==> config.mk <==
export PLATFORM = sky130hd
export DESIGN_NAME = bcd_display_scheduler
export DESIGN_NICKNAME = d
export VERILOG_FILES = /design/src/rtl/bcd_display_scheduler.sv
export SDC_FILE = /design/constraint.sdc
export NUM_CORES = 1
export LEC_CHECK = 0
export CORE_MARGIN = 2
export CORE_UTILIZATION = 49
export DETAILED_ROUTE_END_ITERATION = 6
export MAX_ROUTING_LAYER = met4
export PLACE_DENSITY = 0.72
export RECOVER_POWER = 50
export SYNTH_ARGS = -nofsm -noshare
export SYNTH_HDL_FRONTEND = slang
export SYNTH_SLANG_ARGS = --single-unit
==> constraint.sdc <==
create_clock -name clk -period 2.1 [get_ports clk]
set_input_delay 0.525 -clock clk [delete_from_list [all_inputs] [get_ports clk]]
set_output_delay 0.525 -clock clk [all_outputs]
set_load 0.01 [all_outputs]
==> src/rtl/bcd_display_scheduler.sv <==
`default_nettype none
// +----------------------------------------------------------------------------+
// | Module   : bcd_display_scheduler                                           |
// | Function : time-shares one BCD-to-7-seg decoder across DIGITS held slots.  |
// |            Optional macro BLANK_LEADING_ZERO_EN blanks leading zero digits.|
// | Revision : 1.0 - initial release                                           |
// +----------------------------------------------------------------------------+
module bcd_display_scheduler #(
   parameter int DIGITS = 4
) (
   input  logic                  clk,
   input  logic                  rst_n,
   input  logic                  load,
   input  logic [4*DIGITS-1:0]   din,
   output logic [3:0]            dec_code,
   input  logic [6:0]            dec_seg,
   output logic [7*DIGITS-1:0]   seg_out,
   output logic [DIGITS-1:0]     err,
   output logic                  busy,
   output logic                  done
);

   localparam int SW = (DIGITS > 1) ? $clog2(DIGITS) : 1;
   localparam logic [SW-1:0] c_last_slot = SW'(DIGITS - 1);
   localparam logic [6:0]    c_blank     = 7'b1111111;

   typedef enum logic [1:0] {
      S_IDLE   = 2'd0,
      S_DRIVE  = 2'd1,
      S_SAMPLE = 2'd2,
      S_DONE   = 2'd3
   } state_t;

   state_t                r_state, w_state;
   logic [SW-1:0]         r_slot, w_slot;
   logic [4*DIGITS-1:0]   r_shadow, w_shadow;
   logic [4*DIGITS-1:0]   r_pend_data, w_pend_data;
   logic                  r_pend, w_pend;
   logic [3:0]            r_dec_code, w_dec_code;
   logic [7*DIGITS-1:0]   r_seg, w_seg;
   logic [DIGITS-1:0]     r_err, w_err;
   logic                  w_start;
   logic                  w_blank;
   logic [SW-1:0]         w_slot_m1;
   logic [3:0]            w_digit, w_next_digit;

   assign w_slot_m1 = r_slot - SW'(1);

   always_comb begin
      w_digit      = '0;
      w_next_digit = '0;
      for (int i = 0; i < DIGITS; i++) begin
         if (r_slot == SW'(i))    w_digit      = r_shadow[4*i +: 4];
         if (w_slot_m1 == SW'(i)) w_next_digit = r_shadow[4*i +: 4];
      end
   end

`ifdef BLANK_LEADING_ZERO_EN
   logic r_zero_run;

   // Any nonzero digit, valid or not, ends the leading-zero run.
   always_ff @(posedge clk) begin
      if (!rst_n)                                       r_zero_run <= 1'b0;
      else if (w_start)                                 r_zero_run <= 1'b1;
      else if (r_state == S_SAMPLE && w_digit != 4'd0)  r_zero_run <= 1'b0;
   end

   assign w_blank = r_zero_run && (w_digit == 4'd0) && (r_slot != '0);
`else
   assign w_blank = 1'b0;
`endif

   always_ff @(posedge clk) begin
      if (!rst_n) begin
         r_state     <= S_IDLE;
         r_slot      <= '0;
         r_shadow    <= '0;
         r_pend_data <= '0;
         r_pend      <= 1'b0;
         r_dec_code  <= '0;
         r_seg       <= '1;
         r_err       <= '0;
      end else begin
         r_state     <= w_state;
         r_slot      <= w_slot;
         r_shadow    <= w_shadow;
         r_pend_data <= w_pend_data;
         r_pend      <= w_pend;
         r_dec_code  <= w_dec_code;
         r_seg       <= w_seg;
         r_err       <= w_err;
      end
   end

   always_comb begin
      w_state     = r_state;
      w_slot      = r_slot;
      w_shadow    = r_shadow;
      w_pend_data = r_pend_data;
      w_pend      = r_pend;
      w_dec_code  = r_dec_code;
      w_seg       = r_seg;
      w_err       = r_err;
      w_start     = 1'b0;

      case (r_state)
         S_IDLE: begin
            if (load) w_start = 1'b1;
         end
         S_DRIVE: begin
            w_state = S_SAMPLE;
         end
         S_SAMPLE: begin
            for (int i = 0; i < DIGITS; i++) begin
               if (r_slot == SW'(i)) begin
                  if (w_digit > 4'd9) begin
                     w_seg[7*i +: 7] = c_blank;
                     w_err[i]        = 1'b1;
                  end else if (w_blank) begin
                     w_seg[7*i +: 7] = c_blank;
                     w_err[i]        = 1'b0;
                  end else begin
                     w_seg[7*i +: 7] = dec_seg;
                     w_err[i]        = 1'b0;
                  end
               end
            end
            if (r_slot != '0) begin
               w_slot     = w_slot_m1;
               w_dec_code = w_next_digit;
               w_state    = S_DRIVE;
            end else begin
               w_state = S_DONE;
            end
         end
         default: begin
            if (load || r_pend) w_start = 1'b1;
            else                w_state = S_IDLE;
         end
      endcase

      // A fresh load always beats a queued request; the queue then empties.
      if (w_start) begin
         w_shadow   = load ? din : r_pend_data;
         w_pend     = 1'b0;
         w_slot     = c_last_slot;
         w_dec_code = w_shadow[4*DIGITS-1 -: 4];
         w_state    = S_DRIVE;
      end

      if (load && (r_state == S_DRIVE || r_state == S_SAMPLE)) begin
         w_pend      = 1'b1;
         w_pend_data = din;
      end
   end

   assign dec_code = r_dec_code;
   assign seg_out  = r_seg;
   assign err      = r_err;
   assign busy     = (r_state != S_IDLE);
   assign done     = (r_state == S_DONE);

endmodule
`default_nettype wire

==> flow_metrics.env <==
export IMPL_synth_area_leader_cell="dfxtp_1"
export IMPL_post_drt_wl_per_cell_um=15.01
export IMPL_numPortBuffers=63
export IMPL_drc_errors=0
export IMPL_core_area_mm2=0.006681
export IMPL_r2r_cells=5
export IMPL_worstPathCellList="clkdlybuf4s50_1, clkbuf_1, mux2_2, o21ai_0, nor2_1"
export IMPL_timing_rr_end="dec_code[2]"
export IMPL_ant_nets=0
export IMPL_ir_worst_vdd_mv=0.4105
export IMPL_grt_pass1_wl_mm=12.72
export IMPL_crit_cells=5
export IMPL_synth_fa_ha_area_frac=0.03754
export IMPL_dieWidth_um=86.48
export IMPL_hpwl_mm=5.290
export IMPL_synth_xor_area_share=0.002628
export IMPL_grt_pass1_vias=2621
export IMPL_rsz0062_at_grt="no"
export IMPL_worstSetupStartpoint="load"
export IMPL_clk_latency_ns=0.35
export IMPL_rows=30
export IMPL_cap_viol_max_count=0
export IMPL_drt_pass1_iter_count=5
export IMPL_finalNetCount=451
export IMPL_layout_drive_gt1_share=0.09286
export IMPL_yosysUniqueCellTypes=41
export IMPL_crit_path_end_kind="register"
export IMPL_synth_most_common_cell="dfxtp_1"
export IMPL_muxShareOfSynthArea=0.05255
export IMPL_p_switching_w=0.0007805
export IMPL_ys_flop_type="dfxtp_1"
export IMPL_final_cell_count_no_fill=500
export IMPL_comb_power_share=0.139
export IMPL_start_kind="primary input"
export IMPL_slowest_stage="clkdlybuf4s50_1"
export IMPL_fin_tns_setup_ns=0
export IMPL_cts_tree="yes"
export IMPL_synthArstFlopShare=0
export IMPL_r2r_slack_ns=0.25
export IMPL_synth_net_count=398
export IMPL_grt_max_degree=39
export IMPL_fmax_ghz=0.5083
export IMPL_max_slew_margin=0.5986
export IMPL_yosys_area_share_simple=0.1929
export IMPL_clock_sinks=73
export IMPL_ys_seq_elements=73
export IMPL_yosysWarnings=0
export IMPL_setup_viol=0
export IMPL_min_period_over_period=0.9368
export IMPL_dieArea_mm2=0.007478
export IMPL_path_delay_family="buffers and inverters"
export IMPL_grt_remaining_overflow=0
export IMPL_power_density_mw_per_mm2=706.3
export IMPL_crit_type="in2reg"
export IMPL_postCtsSetupBuffers=0
export IMPL_path_max_fanout=7
export IMPL_outcome="finished clean"
export IMPL_power_w=0.002972
export IMPL_antenna_found_initial=0
export IMPL_finalWirelength_mm=7.503
export IMPL_critPathRequiredTime_ns=2.33
export IMPL_skew_ns=0.009747
export IMPL_tightest_slew_ns=0.6020
export IMPL_synth_common_cells="dfxtp_1, nand2_1, a31oi_1, nor3b_1, a21boi_0"
export IMPL_slew_violations=0
export IMPL_pwr_share_seq=0.499
export IMPL_max_stage_delay_ns=0.54
export IMPL_synthCells=362
export IMPL_path_buf_inv=2
export IMPL_grtUsageTotal=0.2217
export IMPL_p_leak_nw=1.592
export IMPL_htree_levels=3
export IMPL_postSynthAreaPerCell_um2=9.208
export IMPL_num_antenna_cells=0
export IMPL_hold_viol=0
export IMPL_intPower_w=0.002192
export IMPL_min_period_ns=1.967
export IMPL_dpl_cell_count=484
export IMPL_area_growth_pct=26.24
export IMPL_place_congestion=0.8981
export IMPL_drtIter0Drc=128
export IMPL_pin_count=64
export IMPL_seq_area_frac_synth=0.4384
export IMPL_synth_edf_count=0
export IMPL_clock_tree_root_cell="clkbuf_8"
export IMPL_die_y_um=86.48
export IMPL_cp_endpoint="r_shadow[12]"
export IMPL_swShare=0.2626
export IMPL_initial_core_util=0.4989
export IMPL_cp_arrival_ns=2.20
export IMPL_routed_via_density=5.568
export IMPL_synth_compound_area_frac=0.2140
export IMPL_hold_path_class="reg2reg"
export IMPL_synth_area_mm2=0.003333
export IMPL_clkSlewWorstSetupHoldPaths_ns=0.08
export IMPL_yosys_top_cells_area="dfxtp_1, nand2_1, nor3b_1"
export IMPL_vias=2784
export IMPL_p_clk_frac=0.363
export IMPL_clockBufferDepth=2
export IMPL_synth_top_cell_area_share=0.4384
export IMPL_reg2reg_from="r_slot[0]"
export IMPL_cts_buffers=9
export IMPL_synth_top_family_by_area="compound AO/OA/AOI/OAI gates"
==> routing by layer <==
layer / routed length, um / track usage
met5: 0 / -
met4: 142 / 0.09233
met3: 300 / 0.04000
met2: 3442 / 0.3147
met1: 3618 / 0.3108
==> area by class of cell <==
type	count	area [um2]
Multi-Input combinational cell	247	1665
Timing Repair Buffer	75	748.2
Clock inverter	6	68.82
Tap cell	80	100.1
Clock buffer	10	127.6
Inverter	9	33.78
Sequential cell	73	1464
Fill cell	564	2474
==> what timing repair did <==
item	in CTS	in global routing
endpoints found under the hold margin	0	0
endpoints found under the setup margin	1	0
hold buffers	0	0
resized for setup	3	0
==> worst min-delay path, stage by stage (launching register included) <==
cell,delay [ns]
dfxtp_1,0.31
nand2_1,0.04
a21boi_0,0.06
==> cells in the final DEF (no fill, tap or decap), drive strengths merged, types with 11 or more instances in the layout <==
master,n
mux2i,13
buf,12
dlygate4sd3,21
clkbuf,11
nor2,13
o211a,13
nand2,57
a31oi,28
a21boi,19
clkdlybuf4s50,40
nor3b,28
dfxtp,73
==> through the flow <==
step	hold slack (ns)	util	cell area [um2]	setup WS (ns)
6_report	0.4627	0.6298	4208	0.1326
5_1_grt	0.4931	0.6298	4208	0.01502
4_1_cts	0.4665	0.6303	4212	0.1119
2_1_floorplan	0.4407	-	3333	0.4001
3_3_place_gp	0.4493	0.6007	4014	-0.003201
3_5_place_dp	0.4556	0.6007	4014	-0.03552
==> sequential cells by signal (all words and copies together) (netlist names) <==
| name | cells |
|---|---|
| r_pend | 1 |
| err | 4 |
| seg_out | 28 |
| r_state | 2 |
| r_slot | 2 |
| r_pend_data | 16 |
| dec_code | 4 |
| r_shadow | 16 |
==> logic make-up (layout without fill, tap and decap cells) <==
group | count (synthesis) | count (layout)
and+or+nand+nor | 123 | 123
AOI/OAI and AO/OA | 96 | 96
DFF | 73 | 73
buffers and inverters | 42 | 100
muxes | 17 | 17
adders and majority gates | 10 | 10
xor gates and xnor gates | 1 | 1
==> worst min-delay path by stage <==
stage	startpoint	endpoint	slack, ns	depth (start not counted)
finish	r_pend_data[8]	r_pend_data[8]	0.46	2
global route	r_pend_data[15]	r_pend_data[15]	0.49	2
CTS	r_pend_data[15]	r_pend_data[15]	0.47	2
detailed placement	r_pend_data[8]	r_pend_data[8]	0.46	2
global placement	r_pend_data[11]	r_pend_data[11]	0.45	2
floorplan	r_shadow[12]	r_shadow[12]	0.44	2
==> power by group through the flow <==
stage | combinational (W) | sequential (W) | clock (W)
floorplan | 0.000276 | 0.00150 | 0
global placement | 0.000409 | 0.00151 | 0
finish | 0.000412 | 0.00148 | 0.00108
CTS | 0.000417 | 0.00148 | 0.00111
global route | 0.000455 | 0.00149 | 0.00116
detailed placement | 0.000416 | 0.00151 | 0
Power figures use the tool's default switching activity.
